[src/rtl/soc_data_responder_pkg.sv]
// soc_data_responder_pkg: data width, config-window offsets and register decode
package soc_data_responder_pkg;
  localparam int XLEN = 32;
  localparam logic [15:0] CONF_TIMER  = 16'h0000;
  localparam logic [15:0] CONF_LED    = 16'h0004;
  localparam logic [15:0] CONF_SWITCH = 16'h0008;
  localparam logic [15:0] CONF_NUM    = 16'h000C;
  typedef enum logic [2:0] {SEL_TIMER, SEL_LED, SEL_SWITCH, SEL_NUM, SEL_NONE} conf_sel_e;
  function automatic conf_sel_e conf_decode(input logic [15:0] off);
    logic [15:0] w;
    w = off & 16'hFFFC;
    return w == CONF_TIMER ? SEL_TIMER : w == CONF_LED ? SEL_LED :
           w == CONF_SWITCH ? SEL_SWITCH : w == CONF_NUM ? SEL_NUM : SEL_NONE;
  endfunction
endpackage

[src/rtl/soc_data_responder_if.sv]
// soc_data_responder_if: cpu data-memory port
interface soc_data_responder_if;
  import soc_data_responder_pkg::*;
  logic            en;
  logic [3:0]      wen;
  logic [XLEN-1:0] addr;
  logic [XLEN-1:0] wdata;
  logic [XLEN-1:0] rdata;
  modport master(output en, wen, addr, wdata, input rdata);
  modport slave(input en, wen, addr, wdata, output rdata);
endinterface

[src/rtl/soc_data_responder_sync_2ff.sv]
// sync_2ff: two-flop synchronizer, clears to zero in reset
module sync_2ff #(
  parameter int W = 1
) (
  input  logic         clk,
  input  logic         reset,
  input  logic [W-1:0] d,
  output logic [W-1:0] q
);
  logic [W-1:0] meta;
  always_ff @(posedge clk or negedge reset)
    if (!reset) {q, meta} <= '0;
    else {q, meta} <= {meta, d};
endmodule

[src/rtl/soc_data_responder.sv]
// soc_data_responder: routes cpu data accesses to the data SRAM or the config register window
module soc_data_responder
  import soc_data_responder_pkg::*;
#(
  parameter logic [XLEN-1:0] CONF_BASE = 32'hBFAF_0000,
  parameter logic [XLEN-1:0] CONF_MASK = 32'hFFFF_0000,
  parameter int              LED_W     = 16,
  parameter int              SW_W      = 8
) (
  input  logic                clk,
  input  logic                reset,
  soc_data_responder_if.slave cpu,
  output logic                data_sram_en,
  output logic [3:0]          data_sram_wen,
  output logic [XLEN-1:0]     data_sram_addr,
  output logic [XLEN-1:0]     data_sram_wdata,
  input  logic [XLEN-1:0]     data_sram_rdata,
  output logic [LED_W-1:0]    led,
  input  logic [SW_W-1:0]     switch,
  output logic [XLEN-1:0]     num_data
);
  logic            hit_conf, wr, sel_conf_q;
  conf_sel_e       sel;
  logic [XLEN-1:0] timer_q, conf_val, conf_rdata_q;
  logic [SW_W-1:0] sw_q;
  function automatic logic [XLEN-1:0] byte_merge(input logic [XLEN-1:0] cur, din, input logic [3:0] be);
    logic [XLEN-1:0] r;
    for (int i = 0; i < 4; i++) r[8*i +: 8] = be[i] ? din[8*i +: 8] : cur[8*i +: 8];
    return r;
  endfunction
  sync_2ff #(.W(SW_W)) u_sync (.clk(clk), .reset(reset), .d(switch), .q(sw_q));
  assign hit_conf        = (cpu.addr & CONF_MASK) == CONF_BASE;
  assign sel             = conf_decode(cpu.addr[15:0]);
  assign wr              = cpu.en & hit_conf & |cpu.wen;
  assign data_sram_en    = cpu.en & ~hit_conf;
  assign data_sram_wen   = hit_conf ? 4'b0 : cpu.wen;
  assign data_sram_addr  = cpu.addr;
  assign data_sram_wdata = cpu.wdata;
  assign cpu.rdata       = sel_conf_q ? conf_rdata_q : data_sram_rdata;
  always_comb
    conf_val = sel == SEL_TIMER  ? timer_q :
               sel == SEL_LED    ? XLEN'(led) :
               sel == SEL_SWITCH ? XLEN'(sw_q) :
               sel == SEL_NUM    ? num_data : '0;
  // a software write to the timer replaces that cycle's increment
  always_ff @(posedge clk or negedge reset)
    if (!reset) timer_q <= '0;
    else timer_q <= wr && sel == SEL_TIMER ? byte_merge(timer_q, cpu.wdata, cpu.wen) : timer_q + 1'b1;
  always_ff @(posedge clk or negedge reset)
    if (!reset) led <= '0;
    else if (wr && sel == SEL_LED) led <= LED_W'(byte_merge(XLEN'(led), cpu.wdata, cpu.wen));
  always_ff @(posedge clk or negedge reset)
    if (!reset) num_data <= '0;
    else if (wr && sel == SEL_NUM) num_data <= byte_merge(num_data, cpu.wdata, cpu.wen);
  always_ff @(posedge clk or negedge reset)
    if (!reset) sel_conf_q <= 1'b0;
    else if (cpu.en) sel_conf_q <= hit_conf;
  always_ff @(posedge clk or negedge reset)
    if (!reset) conf_rdata_q <= '0;
    else if (cpu.en && hit_conf) conf_rdata_q <= conf_val;
endmodule

[src/flat_wrapper.sv]
// flat-port wrapper written by rule: the top's interface ports become plain ports
module soc_data_responder_flat import soc_data_responder_pkg::*;
#(
  parameter logic [XLEN-1:0] CONF_BASE = 32'hBFAF_0000,
  parameter logic [XLEN-1:0] CONF_MASK = 32'hFFFF_0000,
  parameter int              LED_W     = 16,
  parameter int              SW_W      = 8
)
  (clk, reset, data_sram_en, data_sram_wen, data_sram_addr, data_sram_wdata, data_sram_rdata, led, switch, num_data, cpu_en, cpu_wen, cpu_addr, cpu_wdata, cpu_rdata);
  soc_data_responder_if cpu_i ();
  input  logic clk;
  input  logic reset;
  output logic data_sram_en;
  output logic [3:0] data_sram_wen;
  output logic [XLEN-1:0] data_sram_addr;
  output logic [XLEN-1:0] data_sram_wdata;
  input  logic [XLEN-1:0] data_sram_rdata;
  output logic [LED_W-1:0] led;
  input  logic [SW_W-1:0] switch;
  output logic [XLEN-1:0] num_data;
  input wire logic [$bits(cpu_i.en)-1:0] cpu_en;
  input wire logic [$bits(cpu_i.wen)-1:0] cpu_wen;
  input wire logic [$bits(cpu_i.addr)-1:0] cpu_addr;
  input wire logic [$bits(cpu_i.wdata)-1:0] cpu_wdata;
  output wire logic [$bits(cpu_i.rdata)-1:0] cpu_rdata;
  assign cpu_i.en = cpu_en;
  assign cpu_i.wen = cpu_wen;
  assign cpu_i.addr = cpu_addr;
  assign cpu_i.wdata = cpu_wdata;
  assign cpu_rdata = cpu_i.rdata;
  soc_data_responder #(.CONF_BASE(CONF_BASE), .CONF_MASK(CONF_MASK), .LED_W(LED_W), .SW_W(SW_W)) u_core (.clk(clk), .reset(reset), .cpu(cpu_i), .data_sram_en(data_sram_en), .data_sram_wen(data_sram_wen), .data_sram_addr(data_sram_addr), .data_sram_wdata(data_sram_wdata), .data_sram_rdata(data_sram_rdata), .led(led), .switch(switch), .num_data(num_data));
endmodule
[config.mk]
export PLATFORM = sky130hd
export DESIGN_NAME = soc_data_responder_flat
export DESIGN_NICKNAME = d
export VERILOG_FILES = /design/src/rtl/soc_data_responder_pkg.sv /design/src/rtl/soc_data_responder_if.sv /design/src/rtl/soc_data_responder_sync_2ff.sv /design/src/rtl/soc_data_responder.sv /design/src/flat_wrapper.sv
export SDC_FILE = /design/constraint.sdc
export NUM_CORES = 1
export LEC_CHECK = 0
export ABC_AREA = 1
export ABC_CLOCK_PERIOD_IN_PS = 1700
export CORE_ASPECT_RATIO = 1.2
export CORE_MARGIN = 2
export CORE_UTILIZATION = 42
export DETAILED_ROUTE_END_ITERATION = 7
export PLACE_DENSITY = 0.76
export SYNTH_ARGS = -nofsm -noshare
export SYNTH_HDL_FRONTEND = slang
export SYNTH_HIERARCHICAL = 1
export SYNTH_SLANG_ARGS = --single-unit
[constraint.sdc]
create_clock -name clk -period 1.7 [get_ports clk]
set_clock_uncertainty 0.1 [all_clocks]
set_input_delay 0.34 -clock clk [delete_from_list [all_inputs] [get_ports clk]]
set_output_delay 0.34 -clock clk [all_outputs]
set_load 0.03 [all_outputs]
==> impl_results.html <==
<table>
<tr><th>Metric</th><th>Value</th></tr>
<tr><th colspan="2">Timing</th></tr>
<tr><td>RSZ-0062 raised after global routing</td><td>yes</td></tr>
<tr><td>Part of the cycle the worst path needs</td><td>1.08</td></tr>
<tr><td>Worst Tran Pin Value</td><td>0.400 ns</td></tr>
<tr><td>Total count of max-transition violations in the final report</td><td>0</td></tr>
<tr><td>Peak clock frequency supported by timing</td><td>543 MHz</td></tr>
<tr><td>Final Hold Violating Endpoints</td><td>0</td></tr>
<tr><td>Hold WS</td><td>0.247 ns</td></tr>
<tr><td>Least setup slack across all paths after layout</td><td>-0.140 ns</td></tr>
<tr><td>Number of setup violations in the final report</td><td>37</td></tr>
<tr><td>Headroom to the max-slew limit</td><td>0.733</td></tr>
<tr><td>Final critical path time including I/O delays and setup</td><td>1.84 ns</td></tr>
<tr><th colspan="2">Layout</th></tr>
<tr><td>Fin area</td><td>13100 um^2</td></tr>
<tr><td>Signed area change from the synthesized netlist to the final layout</td><td>60.2%</td></tr>
<tr><td>Fraction of final layout cells with drive strength greater than 1</td><td>0.311</td></tr>
<tr><td>Final standard cell utilization of the core</td><td>0.679</td></tr>
<tr><td># diodes</td><td>0</td></tr>
<tr><td>Number of nets at the end of the flow</td><td>1635</td></tr>
<tr><th colspan="2">Detailed routing</th></tr>
<tr><td>Via/cell ratio</td><td>5.29</td></tr>
<tr><td>Total number of vias</td><td>9500</td></tr>
<tr><td>First-pass iteration count of the detailed router</td><td>8</td></tr>
<tr><td>Average detailed-routed wire length per instance</td><td>17.5 um</td></tr>
<tr><td>Antenna Nets Post-Route</td><td>0</td></tr>
<tr><td>Number of DRC markers after the initial detailed-route iteration</td><td>905</td></tr>
<tr><td>Residual DRC</td><td>0</td></tr>
<tr><td>Final Routed Wirelength</td><td>31.4 mm</td></tr>
<tr><th colspan="2">Floorplanning</th></tr>
<tr><td>Vert. Die Dim</td><td>157 um</td></tr>
<tr><td>Starting utilization of the core area</td><td>0.424</td></tr>
<tr><td>Die boundary width</td><td>132 um</td></tr>
<tr><td>Core Area</td><td>19300 um^2</td></tr>
<tr><td>Total die area</td><td>20700 um^2</td></tr>
<tr><td>Site Rows</td><td>56</td></tr>
<tr><td>Top-level I/O count</td><td>260</td></tr>
<tr><th colspan="2">Placement</th></tr>
<tr><td>IO Port Bufs</td><td>255</td></tr>
<tr><td>Post-detailed-placement cell area</td><td>11200 um^2</td></tr>
<tr><td>Gp weighted congestion</td><td>0.892</td></tr>
<tr><td>Detailed placement HPWL</td><td>21.1 mm</td></tr>
<tr><th colspan="2">Critical path</th></tr>
<tr><td>Total buffers and inverters traversed by the critical path</td><td>3</td></tr>
<tr><td>Worst r2r dst</td><td>u_core/timer_q[28]$_DFFE_PN0P_</td></tr>
<tr><td>Worst EP required</td><td>1.26 ns</td></tr>
<tr><td>Setup CP Type</td><td>reg2out</td></tr>
<tr><td>Worst setup path start</td><td>u_core/sel_conf_q$_DFFE_PN0P_</td></tr>
<tr><td>Largest incremental delay on the critical path</td><td>0.44 ns</td></tr>
<tr><td>R2r worst-path depth</td><td>13</td></tr>
<tr><td>Startpoint class of the critical path</td><td>register</td></tr>
<tr><td>Largest delay share family, worst path</td><td>flip-flops</td></tr>
<tr><td>FF-to-FF setup slack</td><td>-0.08 ns</td></tr>
<tr><td>Critical Path Fanout Max</td><td>8</td></tr>
<tr><td>Cell chain of the critical path</td><td>clkinv_4 -&gt; buf_12 -&gt; nand2_2 -&gt; nand2_2 -&gt; buf_6</td></tr>
<tr><td>Launch point of the worst reg-to-reg path</td><td>u_core/timer_q[1]$_DFFE_PN0P_</td></tr>
<tr><td>Worst endpoint data arrival time</td><td>1.40 ns</td></tr>
<tr><td>Slowest-stage cell, CP</td><td>sky130_fd_sc_hd__dfrtp_2</td></tr>
<tr><td>Setup crit end kind</td><td>primary output</td></tr>
<tr><td>Most prevalent standard cell on the critical path</td><td>sky130_fd_sc_hd__nand2_2</td></tr>
<tr><th colspan="2">Synth</th></tr>
<tr><td>Cell area after synthesis</td><td>8200 um^2</td></tr>
<tr><td>Post-synth net total</td><td>1298</td></tr>
<tr><td>Number of instances in the synthesized netlist</td><td>1186</td></tr>
<tr><td>Fraction of post-synthesis cell area in the top cell type by area</td><td>0.394</td></tr>
<tr><td>Number of synthesized register bits</td><td>129</td></tr>
<tr><td>Largest area contributor in the synthesized netlist</td><td>sky130_fd_sc_hd__dfrtp_1</td></tr>
<tr><td>Number of library cell types mapped by synthesis</td><td>30</td></tr>
<tr><td>Sequential share of the synthesized area</td><td>0.394</td></tr>
<tr><td>Average size of a mapped cell</td><td>6.91 um^2</td></tr>
<tr><td>Largest cells by area after synthesis</td><td>sky130_fd_sc_hd__dfrtp_1 (39%), sky130_fd_sc_hd__nand2_1 (23%), sky130_fd_sc_hd__nand3_1 (6.5%)</td></tr>
<tr><td>Number of warnings printed during yosys synthesis</td><td>6</td></tr>
<tr><th colspan="2">Power</th></tr>
<tr><td>IR Drop Worst-Case VDD</td><td>0.643 mV</td></tr>
<tr><td>Leak Pwr</td><td>6.70 nW</td></tr>
<tr><td>Power density relative to cell area</td><td>591 nW/um^2</td></tr>
<tr><th colspan="2">Clock tree</th></tr>
<tr><td>CTS HTree Levels</td><td>4</td></tr>
<tr><td>TritonCTS Buffers</td><td>17</td></tr>
<tr><td>Clock Latency Late Sink</td><td>0.42 ns</td></tr>
<tr><td>Master cell of the clock root buffer</td><td>sky130_fd_sc_hd__clkbuf_16</td></tr>
<tr><td>TritonCTS clock tree</td><td>built</td></tr>
<tr><td>Clock-pin slew reported for the worst setup and hold paths after clock tree synthesis</td><td>0.06 ns</td></tr>
<tr><td>Sink Count</td><td>129</td></tr>
<tr><td>Maximum count of clock buffers along a single path</td><td>2</td></tr>
<tr><th colspan="2">Min path</th></tr>
<tr><td>Hold Path Depth</td><td>0</td></tr>
<tr><td>Startpoint of the lowest-slack hold path</td><td>u_core/u_sync/meta[5]$_DFF_PN0_</td></tr>
<tr><td>Type of the most critical hold path</td><td>reg2reg</td></tr>
<tr><td>End of the worst hold path</td><td>u_core/u_sync/q[5]$_DFF_PN0_</td></tr>
<tr><th colspan="2">Global routing</th></tr>
<tr><td>Global-route wire length before repair</td><td>46.5 mm</td></tr>
<tr><td>Vias in the first global route</td><td>9020</td></tr>
<tr><td>Initial antenna violation count</td><td>0</td></tr>
<tr><td>Total grt overflow</td><td>0</td></tr>
<tr><td>Global-route usage over all layers</td><td>0.282</td></tr>
<tr><td>Pin count of the biggest net entering global routing</td><td>45</td></tr>
<tr><th colspan="2">Outcome</th></tr>
<tr><td>Run status</td><td>finished with violations</td></tr>
<tr><td>Violated checks</td><td>negative setup slack</td></tr>
<tr><th colspan="2">Job</th></tr>
<tr><td>Number of max-capacitance violations reported</td><td>0</td></tr>
</table>
[Yosys cell counts]
cell,instances
sky130_fd_sc_hd__nand2_1,502
sky130_fd_sc_hd__dfrtp_1,129
sky130_fd_sc_hd__nand3_1,106
sky130_fd_sc_hd__nor2_1,94
sky130_fd_sc_hd__nand4_1,84
sky130_fd_sc_hd__buf_4,70
sky130_fd_sc_hd__inv_1,64
sky130_fd_sc_hd__a21oi_1,32
sky130_fd_sc_hd__buf_2,20
sky130_fd_sc_hd__clkbuf_1,20
sky130_fd_sc_hd__o21ai_1,8
sky130_fd_sc_hd__xor2_1,8
sky130_fd_sc_hd__nor2_2,7
sky130_fd_sc_hd__buf_8,6
sky130_fd_sc_hd__xnor2_1,6
sky130_fd_sc_hd__nor2_4,5
sky130_fd_sc_hd__buf_6,4
sky130_fd_sc_hd__clkinv_1,3
sky130_fd_sc_hd__buf_1,2
sky130_fd_sc_hd__inv_2,2
sky130_fd_sc_hd__nand2_2,2
sky130_fd_sc_hd__nand3_2,2
sky130_fd_sc_hd__nand3_4,2
sky130_fd_sc_hd__o21ai_0,2
sky130_fd_sc_hd__and2_1,1
sky130_fd_sc_hd__ha_1,1
sky130_fd_sc_hd__nand2_4,1
sky130_fd_sc_hd__nand3b_1,1
sky130_fd_sc_hd__nor3_4,1
sky130_fd_sc_hd__nor4_4,1
[stage by stage]
step	power (mW)	cells	setup TNS [ns]	worst slack, ns
finish	7.76	1796	-3.99	-0.140
global route	7.97	1796	-6.61	-0.205
CTS	7.74	1765	-4.42	-0.167
detailed placement	4.22	1706	-62.67	-0.653
global placement	4.21	1706	-59.31	-0.610
floorplan	3.66	1186	-0.00900	-0.00900
[cell type report]
cell class	count	area, um^2
Clock buffer	19	453
Clock inverter	12	110
Fill cell	1500	6200
Inverter	69	283
Multi-Input combinational cell	866	4330
Sequential cell	129	3240
Tap cell	261	327
Timing Repair Buffer	439	4390
Timing Repair inverter	1	8.76
[layout by cell type, fill, tap and decap left out, types with 5 or more instances in the layout]
cell type / synthesis / layout
sky130_fd_sc_hd__buf_2: 20 / 7
sky130_fd_sc_hd__xor2_1: 8 / 8
sky130_fd_sc_hd__buf_16: 0 / 5
sky130_fd_sc_hd__nand2_1: 502 / 455
sky130_fd_sc_hd__buf_6: 4 / 58
sky130_fd_sc_hd__dfrtp_2: 0 / 8
sky130_fd_sc_hd__nand4_1: 84 / 84
sky130_fd_sc_hd__buf_12: 0 / 24
sky130_fd_sc_hd__nand3_2: 2 / 13
sky130_fd_sc_hd__clkdlybuf4s50_1: 0 / 72
sky130_fd_sc_hd__a21oi_1: 32 / 31
sky130_fd_sc_hd__dlygate4sd2_1: 0 / 37
sky130_fd_sc_hd__inv_1: 64 / 49
sky130_fd_sc_hd__xnor2_1: 6 / 5
sky130_fd_sc_hd__nor2_1: 94 / 65
sky130_fd_sc_hd__clkbuf_16: 0 / 24
sky130_fd_sc_hd__inv_2: 2 / 14
sky130_fd_sc_hd__nand2_2: 2 / 38
sky130_fd_sc_hd__dfrtp_1: 129 / 121
sky130_fd_sc_hd__buf_4: 70 / 192
sky130_fd_sc_hd__nand3_1: 106 / 93
sky130_fd_sc_hd__o21ai_1: 8 / 7
sky130_fd_sc_hd__clkdlybuf4s15_1: 0 / 21
sky130_fd_sc_hd__nand2_4: 1 / 11
sky130_fd_sc_hd__clkinvlp_4: 0 / 5
sky130_fd_sc_hd__nor2_4: 5 / 26
sky130_fd_sc_hd__nor2_2: 7 / 15
sky130_fd_sc_hd__buf_8: 6 / 6
[layer usage]
metal | GRT usage | up-vias | part of all wire
met5 | 0 | - | 0
met4 | 0.0932 | 0 | 0.024
met3 | 0.0541 | 64 | 0.078
met2 | 0.505 | 510 | 0.52
met1 | 0.343 | 4492 | 0.38
li1 | - | 4434 | -
[where the power goes]
group	switching [mW]	leakage, nW	internal (mW)
logic	0.637	4.70	0.540
registers	0.00624	1.73	3.09
clock network	1.41	0.267	2.08
[sequential cells by signal, indices dropped and copies added (netlist names)]
signal,flops
u_core/conf_rdata_q,32
u_core/num_data,32
u_core/timer_q,32
u_core/led,16
u_core/u_sync/meta,8
u_core/u_sync/q,8
u_core/sel_conf_q,1
[worst max path at each step]
stage	end	slack (ns)	cells past startpoint
global placement	data_sram_wen[1]	-0.61	8
floorplan	data_sram_wen[2]	-0.009	3
global route	u_core/timer_q[28]$_DFFE_PN0P_	-0.20	13
finish	cpu_rdata[22]	-0.14	5
CTS	cpu_rdata[30]	-0.17	5
detailed placement	u_core/num_data[5]$_DFFE_PN0P_	-0.65	11
[repair_timing]
action	4_1_cts	5_1_grt
hold buffers	1	0
resized for setup	238	177
cloned	6	9
setup endpoints to repair	184	163
setup buffers	21	28
pin swaps	26	56
endpoints found under the hold margin	23	0
[cell families after synthesis]
family | share of synthesized area
flip-flops | 0.394
adder cells (fa/ha/maj) | 0.00153
AO/OA/AOI/OAI | 0.0256
AND/OR/NAND/NOR | 0.430
XOR/XNOR | 0.0150
buffers and inverters | 0.134
(Power assumes the default switching activity.)
